<file path="config.mk">
export PLATFORM = sky130hd
export DESIGN_NAME = i2s_tx
export DESIGN_NICKNAME = d
export VERILOG_FILES = /design/src/rtl/i2s_tx.sv
export SDC_FILE = /design/constraint.sdc
export NUM_CORES = 1
export LEC_CHECK = 0
export BUFFER_PORTS_ARGS = -buffer_cell sky130_fd_sc_hd__buf_4
export CAP_MARGIN = 30
export CORE_UTILIZATION = 43
export CTS_CLUSTER_SIZE = 10
export DETAILED_ROUTE_END_ITERATION = 8
export PLACE_DENSITY = 0.7
export SLEW_MARGIN = 20
export SYNTH_ARGS = -nofsm -noshare
export SYNTH_HDL_FRONTEND = slang
export SYNTH_SLANG_ARGS = --single-unit
</file>
<file path="constraint.sdc">
create_clock -name clk -period 5.1 [get_ports clk]
set_clock_uncertainty 0.05 [all_clocks]
set_input_delay 1.02 -clock clk [delete_from_list [all_inputs] [get_ports clk]]
set_output_delay 1.02 -clock clk [all_outputs]
set_load 0.005 [all_outputs]
</file>
<file path="src/rtl/i2s_tx.sv">
`default_nettype none
// =============================================================================
// Module   : i2s_tx
// Purpose  : Stereo PCM serialiser (I2S, or left-justified when the macro
//            I2S_TX_LEFT_JUSTIFIED_EN is defined), stepped by BCLK fall strobes.
// Revision : 1.0
// =============================================================================
module i2s_tx #(
   parameter int SAMPLE_WIDTH = 24,
   parameter int SLOT_BITS    = 32
) (
   input  logic                    clk,
   input  logic                    rst,
   input  logic                    bclk_rise,
   input  logic                    bclk_fall,
   input  logic                    en,
   input  logic [SAMPLE_WIDTH-1:0] left_data,
   input  logic [SAMPLE_WIDTH-1:0] right_data,
   input  logic                    sample_valid,
   output logic                    sample_ready,
   output logic                    sdata,
   output logic                    lrclk,
   output logic                    underrun,
   output logic                    busy
);

   localparam int            FW     = 2 * SLOT_BITS;
   localparam int            CW     = $clog2(FW);
   localparam logic [CW-1:0] C_LAST = CW'(FW - 1);
   localparam logic [CW-1:0] C_SLOT = CW'(SLOT_BITS);

`ifdef I2S_TX_LEFT_JUSTIFIED_EN
   localparam logic C_LEFT_LVL  = 1'b1;
   localparam logic C_RIGHT_LVL = 1'b0;
`else
   localparam logic C_LEFT_LVL  = 1'b0;
   localparam logic C_RIGHT_LVL = 1'b1;
`endif

   typedef enum logic [1:0] {
      S_IDLE  = 2'd0,
      S_RUN   = 2'd1,
      S_DRAIN = 2'd2
   } state_t;

   state_t                  state_q;
   logic [CW-1:0]           bit_cnt_q;
   logic [FW-1:0]           frame_q;
   logic [SAMPLE_WIDTH-1:0] hold_l_q;
   logic [SAMPLE_WIDTH-1:0] hold_r_q;
   logic                    hold_full_q;
   logic                    sdata_q;
   logic                    lrclk_q;
   logic                    underrun_q;

   logic                    w_active;
   logic                    w_wrap;
   logic                    w_take;
   logic                    w_start;
   logic                    w_stop;
   logic                    w_step;
   logic [CW-1:0]           w_cnt_inc;
   logic [FW-1:0]           w_frame_new;
   logic [FW-1:0]           w_load;
   logic                    w_start_bit;
   logic                    w_stop_bit;

   function automatic logic [FW-1:0] pack_frame(input logic [SAMPLE_WIDTH-1:0] l,
                                                input logic [SAMPLE_WIDTH-1:0] r);
      logic [FW-1:0] f;
      f = '0;
      f[FW-1 -: SAMPLE_WIDTH]        = l;
      f[SLOT_BITS-1 -: SAMPLE_WIDTH] = r;
      return f;
   endfunction

   assign w_active    = (state_q != S_IDLE);
   assign w_wrap      = (bit_cnt_q == C_LAST);
   assign w_take      = sample_valid && !hold_full_q;
   assign w_cnt_inc   = bit_cnt_q + CW'(1);
   assign w_frame_new = hold_full_q ? pack_frame(hold_l_q, hold_r_q) : '0;

   // A frame starts out of IDLE (only with a pair waiting) or on a wrap while enabled
   assign w_start = bclk_fall && ((!w_active && en && hold_full_q) || (w_active && w_wrap && en));
   assign w_stop  = bclk_fall && w_active && w_wrap && !en;
   assign w_step  = bclk_fall && w_active && !w_wrap;

`ifdef I2S_TX_LEFT_JUSTIFIED_EN
   assign w_start_bit = w_frame_new[FW-1];
   assign w_load      = w_frame_new << 1;
   assign w_stop_bit  = 1'b0;
`else
   // One-BCLK delay: the previous frame's last bit goes out at count 0
   assign w_start_bit = frame_q[FW-1];
   assign w_load      = w_frame_new;
   assign w_stop_bit  = frame_q[FW-1];
`endif

   always_ff @(posedge clk or posedge rst) begin
      if (rst) begin
         state_q     <= S_IDLE;
         bit_cnt_q   <= '0;
         frame_q     <= '0;
         hold_l_q    <= '0;
         hold_r_q    <= '0;
         hold_full_q <= 1'b0;
         sdata_q     <= 1'b0;
         lrclk_q     <= C_RIGHT_LVL;
         underrun_q  <= 1'b0;
      end else begin
         underrun_q <= 1'b0;

         // An empty buffer at frame start still accepts a same-cycle pair for the next frame
         if (w_take) begin
            hold_l_q    <= left_data;
            hold_r_q    <= right_data;
            hold_full_q <= 1'b1;
         end else if (w_start) begin
            hold_full_q <= 1'b0;
         end

         if (w_start) begin
            bit_cnt_q  <= '0;
            lrclk_q    <= C_LEFT_LVL;
            sdata_q    <= w_start_bit;
            frame_q    <= w_load;
            underrun_q <= ~hold_full_q;
         end else if (w_stop) begin
            bit_cnt_q <= '0;
            lrclk_q   <= C_RIGHT_LVL;
            sdata_q   <= w_stop_bit;
            frame_q   <= '0;
         end else if (w_step) begin
            bit_cnt_q <= w_cnt_inc;
            lrclk_q   <= (w_cnt_inc < C_SLOT) ? C_LEFT_LVL : C_RIGHT_LVL;
            sdata_q   <= frame_q[FW-1];
            frame_q   <= frame_q << 1;
         end else if (bclk_fall) begin
            sdata_q <= 1'b0;
         end

         if (w_start) begin
            state_q <= S_RUN;
         end else if (w_stop) begin
            state_q <= S_IDLE;
         end else if (w_active) begin
            state_q <= en ? S_RUN : S_DRAIN;
         end
      end
   end

   assign sample_ready = ~hold_full_q;
   assign sdata        = sdata_q;
   assign lrclk        = lrclk_q;
   assign underrun     = underrun_q;
   assign busy         = w_active;

   a_strobe_excl : assert property (@(posedge clk) disable iff (rst) !(bclk_rise && bclk_fall));

endmodule
`default_nettype wire

</file>
Yosys cells after proc, flatten, opt, wreduce, memory -nomap -nowiden. Index checks and enable logic that the tools add are counted.

Multiplexer cells: 22. Div/mod/pow operators: 0. Order comparisons: 1. Shifts and indexed selects: 0. Multipliers: 0. Add/sub/neg operators: 1. Bitwise operators: 1. Reductions and logical operators: 20. Equal/unequal tests: 1.

Operator list (number): 64-bit two-way mux (4); 6-bit two-way mux (3); 1-bit two-way mux (11); 1-bit logical AND (10); 2-bit two-way mux (4); 6-bit by 1-bit adder with 6-bit output (second input constant) (1); 6-bit == test (second input constant) (1); 6-bit < comparator (second input constant) (1); 3-bit nonzero test (2); 1-bit logical NOT (4); 2-bit nonzero test (2); 4-bit nonzero test (1); 1-bit logical OR (1); 1-bit NOT (1).

Memory bits (writable): 0. Word-level logic and storage cells: 55. Memories kept: 0. Bits in latches: 0. Output and inout bits: 5. Flip-flop bits (word level): 124. Bits in read-only memories: 0. Bits of input ports: 54.

Depth between registers and ports, before layout. Gate-level depths: netlist of run 1.

Depth after elaboration: 8. Depth in mapped cells: 7.

Worst setup path after synthesis of run 1. Ideal clock, no wire load.

Kind: input to register. Start point: input sample_valid. End point: register hold_l_q[7]. Library setup time: 83 ps. Path slack: 2990 ps. Required time: 4967 ps. Arrival: 1977 ps. Stages: 5. Cell sequence: nor2b_1 > clkbuf_1 > buf_1 > nand2_1 > o21ai_0.

Longest elaborated chain between the ends: 1.

RTL lines: from (decl) (line 19) `input logic sample_valid,`; 1-bit logical AND (line 79) `assign w_take = sample_valid && !hold_full_q;`; to (signal assigned) (line 115) `hold_l_q <= left_data;`; to (decl) (line 49) `logic [SAMPLE_WIDTH-1:0] hold_l_q;`.

No other way between the ends. A chain may end at the register's enable or synchronous reset.

Worst setup path in the final report of run 1.
Start point: register state_q[0]. End point: output busy.

Longest elaborated chain between the ends: 1.

RTL lines: from (decl) (line 46) `state_t state_q;`; from (signal assigned) (line 147) `state_q <= en ? S_RUN : S_DRAIN;`; 2-bit nonzero test (line 77) `assign w_active = (state_q != S_IDLE);`; to (decl) (line 24) `output logic busy`.

No other way between the ends.

==> results of run 1 <==
[power by group through the flow]
stage	sequential [uW]	combinational, uW	clock [uW]
6_report	1360	467	1190
5_1_grt	1390	545	1250
4_1_cts	1360	472	1210
3_5_place_dp	1370	461	0
3_3_place_gp	1360	433	0
2_1_floorplan	1330	340	0
[flip-flops by register name (all words and copies together), names as in the netlist, 2 cells and up]
register and flops:
bit_cnt_q 6, frame_q 56, hold_l_q 24, hold_r_q 24
state_q 2
[through the flow]
stage,util [%],hold slack (ps)
after floorplan,-,400
after global placement,49.6,416
after detailed placement,49.9,426
after CTS,55.8,444
after global routing,56.2,468
final,56.2,437
[kinds of logic after synthesis]
group           synth area share, %
flops                          62.7
mux                           0.243
fa+ha+maj                     0.270
buf+inv                        7.00
compound gates                 23.0
simple gates                   6.83
[area by class of cell]
cell class                      count  area, um2  share of cell area, %
Sequential cell                   116       2900                   49.9
Tap cell                          136        170                   2.92
Multi-Input combinational cell    246       1430                   24.5
Inverter                           52        198                   3.39
Clock buffer                       20        455                   7.82
Clock inverter                     12        154                   2.64
Timing Repair Buffer               63        518                   8.89
[metal layers]
metal	part of all wire, %	routed length, um	track usage (%)
met5	0	0	0
met4	1.6	148	7.24
met3	4.7	435	5.94
met2	48	4430	29.4
met1	45	4170	23.5
[critical path, stage by stage (launching register included)]
cell	delay, ps
dfrtp_1	450
nor2_4	210
inv_1	60
buf_4	130
[worst max-delay path by stage]
stage | endpoint | slack [ps] | depth (start not counted) | startpoint
floorplan | bit_cnt_q[0] | 960 | 1 | rst
global placement | lrclk | 2240 | 5 | en
detailed placement | hold_l_q[12] | 2340 | 4 | sample_valid
CTS | busy | 2650 | 3 | state_q[0]
global route | busy | 2570 | 3 | state_q[0]
finish | busy | 2660 | 3 | state_q[0]
[cells in the final DEF (no fill, tap or decap), drive strengths merged, types with 4 or more instances in the layout]
master	Yosys	routed
dfrtp	115	115
o21ai	100	100
buf	12	63
nand2	54	54
inv	52	52
a22oi	47	47
clkbuf	15	20
a22o	11	11
clkinvlp	0	6
nor2	4	4
==> qor.yml, run 1 <==
status: "finished, final reports clean"
sw_frac_of_total_pct: 26.9
place_congestion: 0.728
antenna_found_initial: 0
regToRegEndpoint: "frame_q[47]"
synth_common_cells: "115 x dfrtp_1, 88 x o21ai_0, 54 x nand2_1"
p_switching_uw: 813
cts_max_level: 4
stdcell_area_um2: 5820
area_delta_synth_final_pct: 25.7
grt_max_degree: 82
ant_nets: 0
port_buffers: 57
holdPathStages: 2
drc: 0
power_frac_comb_pct: 15.5
grt_pass1_vias: 3432
die-area_um2: 11200
ff2ff_path_depth: 5
clkTransAtPathRegs_ps: 60
grt_pass1_wl_um: 16000
antennaDiodeCount: 0
routed_wl_um: 9190
seq_power_share_pct: 45.0
worstPathRequired_ps: 4030
setup_viol: 0
fin_nets: 551
ys.flop_type: "dfrtp_1"
post_cts_resized: 0
start_kind: "register"
ys_warn_count: 0
vias: 3395
cts_tree: "done"
synth_edf_count: 0
detailed_place_hpwl_um: 5520
io_pins: 59
final_max_slew_viol_count: 0
overflow: 0
leakage_uw: 0.00269
placed_area_um2: 5170
gr-usage-all-layers_pct: 18.5
relSlewSlack_pct: 59.0
cts_sinks: 116
drive_gt1_share_pct: 21.0
cp_max_fo: 7
die_x_um: 106
fmax_mhz: 410
cts_buffers: 17
place_ws_ps: 2340
synth-async-reset-ratio_pct: 100
hold_start: "frame_q[8]"
timing.reg2reg.setup_slack_ps: 3030
synth-seq-cells: 116
drv_cap: 0
postCtsHoldBufs: 0
rsz0062_at_grt: "false"
synth-seq-area-share_pct: 62.7
timing.final.ws_setup_ps: 2660
r2r-start: "bit_cnt_q[0]"
start_util_pct: 44.7
synth_area_per_cell_um2: 10.5
holdCritPathClass: "reg2reg"
cts-root-buf: "clkbuf_8"
yosysMostFrequentCell: "dfrtp_1"
ys_top_cells_by_area: "dfrtp_1 62%, o21ai_0 9.5%, a22oi_1 7.6%"
syn-instance-count: 441
p_per_area_nw_per_um2: 519
fin_crit_sh_pct: 47.8
fillers: 907
finalCriticalPeriod_ps: 2440
finalSetupTns_ps: 0
synth_fp_nets: 496
coreArea_um2: 10400
power_frac_clock_pct: 39.5
die-height_um: 106
arrival_ps: 1370
worst_pin_slew_ps: 613
cp-end-kind: "output pin"
internal_power_uw: 2210
worst-setup-path-type: "reg2out"
hold_viol: 0
yosysTopAreaCellShare_pct: 62.1
fin_cells: 645
synth_area_um2: 4630
clk-insertion-delay-late_ps: 520
post_cts_buffers: 0
ys_types: 40
power_uw: 3020
vias_per_cell: 5.26
drt_pre_antenna_iters: 6
rows: 37
peakVddDrop_mv: 0.252
synth_largest_area_cell: "dfrtp_1"
wl_per_cell_um: 14.2
clockBufferDepth: 2
drt-initial-drc-count: 248
min_to: "frame_q[8]"
dp.cells: 611
Power figures use the tool's default switching activity.
==> run 2, diff against run 1 <==
==> constraint.sdc (replaced) <==
create_clock -name clk -period 2.4 [get_ports clk]
set_clock_uncertainty 0.05 [all_clocks]
set_input_delay 0.48 -clock clk [delete_from_list [all_inputs] [get_ports clk]]
set_output_delay 0.48 -clock clk [all_outputs]
set_load 0.005 [all_outputs]
==> qor.yml, run 2 (same netlist as run 1, synthesis figures left out) <==
drt_pre_antenna_iters: 5  # was 6
place_congestion: 0.799  # was 0.728
cp_max_fo: 49  # was 7
antenna_found_initial: 0  # unchanged
grt_pass1_vias: 3356  # was 3,432
vias: 3342  # was 3,395
cts_tree: "done"  # unchanged
power_frac_clock_pct: 40.7  # was 39.5%
clockBufferDepth: 2  # unchanged
seq_power_share_pct: 44.3  # was 45.0%
clkTransAtPathRegs_ps: 60  # about the same
antennaDiodeCount: 0  # unchanged
worst_pin_slew_ps: 604  # was 613 ps
ant_nets: 0  # unchanged
endpoint: "frame_q[62]"  # was busy
hold_viol: 0  # unchanged
rsz0062_at_grt: "false"  # unchanged
die_x_um: 106  # unchanged
cts_sinks: 116  # unchanged
drv_cap: 0  # unchanged
reg_top3: "frame_q (56), hold_l_q (24), hold_r_q (24)"  # unchanged
drc: 0  # unchanged
cts_buffers: 17  # unchanged
clk-insertion-delay-late_ps: 500  # was 520 ps
setup_viol: 0  # unchanged
peakVddDrop_mv: 0.481  # was 0.252 mV
fin_cells: 643  # was 645
power_frac_comb_pct: 15.0  # was 15.5%
finalSetupTns_ps: 0  # unchanged
sw_frac_of_total_pct: 26.0  # was 26.9%
layout_commonest_cell: "dfrtp_1"  # unchanged
fin_crit_sh_pct: 84.9
arrival_ps: 2390  # was 1370 ps
detailed_place_hpwl_um: 5120  # was 5520 um
internal_power_uw: 4820  # was 2210 uW
start_kind: "register"  # unchanged
fin_nets: 549  # was 551
timing.reg2reg.setup_slack_ps: 360  # was 3030 ps
top_register: "frame_q"  # unchanged
cts_max_level: 4  # unchanged
leakage_uw: 0.00269  # about the same
routed_wl_um: 8780  # was 9190 um
worst-setup-path-type: "reg2reg"  # was reg2out
finalCriticalPeriod_ps: 2040
place_ws_ps: 404  # was 2340 ps
p_per_area_nw_per_um2: 1120  # was 519 nW/um2
drt-initial-drc-count: 238  # was 248
final_max_slew_viol_count: 0  # unchanged
area_delta_synth_final_pct: 26.0  # was 25.7%
worstPathRequired_ps: 2750  # was 4030 ps
grt_max_degree: 117  # was 82
largest_reg_flops: 56  # unchanged
port_buffers: 57  # unchanged
fmax_mhz: 491
cts-root-buf: "clkbuf_8"  # unchanged
io_pins: 59  # unchanged
r2r-start: "bit_cnt_q[0]"  # unchanged
gr-usage-all-layers_pct: 17.3  # was 18.5%
status: "finished, final reports clean"  # unchanged
timing.final.ws_setup_ps: 363  # was 2660 ps
start_util_pct: 44.7  # unchanged
holdCritPathClass: "in2async"  # was reg2reg
postCtsHoldBufs: 0  # unchanged
ff2ff_path_depth: 5  # unchanged
drive_gt1_share_pct: 20.5  # was 21.0%
coreArea_um2: 10400  # unchanged
die-area_um2: 11200  # unchanged
relSlewSlack_pct: 59.7  # was 59.0%
p_switching_uw: 1690  # was 813 uW
vias_per_cell: 5.20  # was 5.26
post-route-util_pct: 56.3  # was 56.2%
cp-end-kind: "register"  # was output pin
layout_common_cells: "115 x dfrtp_1, 88 x o21ai_0, 57 x buf_4"  # was 115 x dfrtp_1, 88 x o21ai_0, 60 x buf_4
post_cts_buffers: 0  # unchanged
post_cts_resized: 0  # unchanged
rows: 37  # unchanged
overflow: 0  # unchanged
grt_pass1_wl_um: 15200  # was 16,000 um
dp.cells: 611  # unchanged
regToRegEndpoint: "frame_q[62]"  # was frame_q[47]
die-height_um: 106  # unchanged
wl_per_cell_um: 13.7  # was 14.2 um
crit_start: "bit_cnt_q[0]"  # was state_q[0]
run 2: cell type report:
class / count / area, um2
Inverter: 52 / 199
Multi-Input combinational cell: 246 / 1430
Tap cell: 136 / 170
Clock inverter: 14 / 210
Sequential cell: 116 / 2900
Fill cell: 899 / 4540
Timing Repair Buffer: 61 / 508
Clock buffer: 18 / 418
run 2: per-stage QoR:
stage	instance area (um2)	hold slack, ps	total power (uW)
3_3_place_gp	5210	419	3820
2_1_floorplan	4640	400	3550
5_1_grt	5830	108	6870
6_report	5830	95.5	6510
4_1_cts	5830	97.7	6580
3_5_place_dp	5210	425	3890
run 2: how the worst min path moves through the flow:
stage,start,endpoint,depth (start not counted)
6_report,rst,hold_l_q[10],3
5_1_grt,en,state_q[1],2
4_1_cts,en,state_q[1],2
3_5_place_dp,frame_q[8],frame_q[8],2
3_3_place_gp,frame_q[8],frame_q[8],2
2_1_floorplan,frame_q[8],frame_q[8],2
run 2: routing by layer:
| layer | vias to the layer above | share of wire, % | GRT usage (%) |
|---|---|---|---|
| met3 | 11 | 4.1 | 4.58 |
| li1 | 1628 | - | - |
| met1 | 1635 | 47 | 22.6 |
| met2 | 68 | 48 | 27.8 |
| met4 | 0 | 1.1 | 6.15 |
| met5 | - | 0 | 0 |
run 2: worst max-delay path, cell delays in order, from the launching register on:
cell,delay [ps]
dfrtp_1,400
ha_1,230
and3_4,240
a21oi_2,80
or3b_4,620
o21ai_0,290
run 2: power by group through the flow:
| stage | Sequential, uW | Clock, uW | Combinational (uW) |
|---|---|---|---|
| global route | 2960 | 2780 | 1140 |
| global placement | 2890 | 0 | 937 |
| finish | 2880 | 2650 | 975 |
| floorplan | 2820 | 0 | 723 |
| detailed placement | 2910 | 0 | 982 |
| CTS | 2880 | 2690 | 1000 |
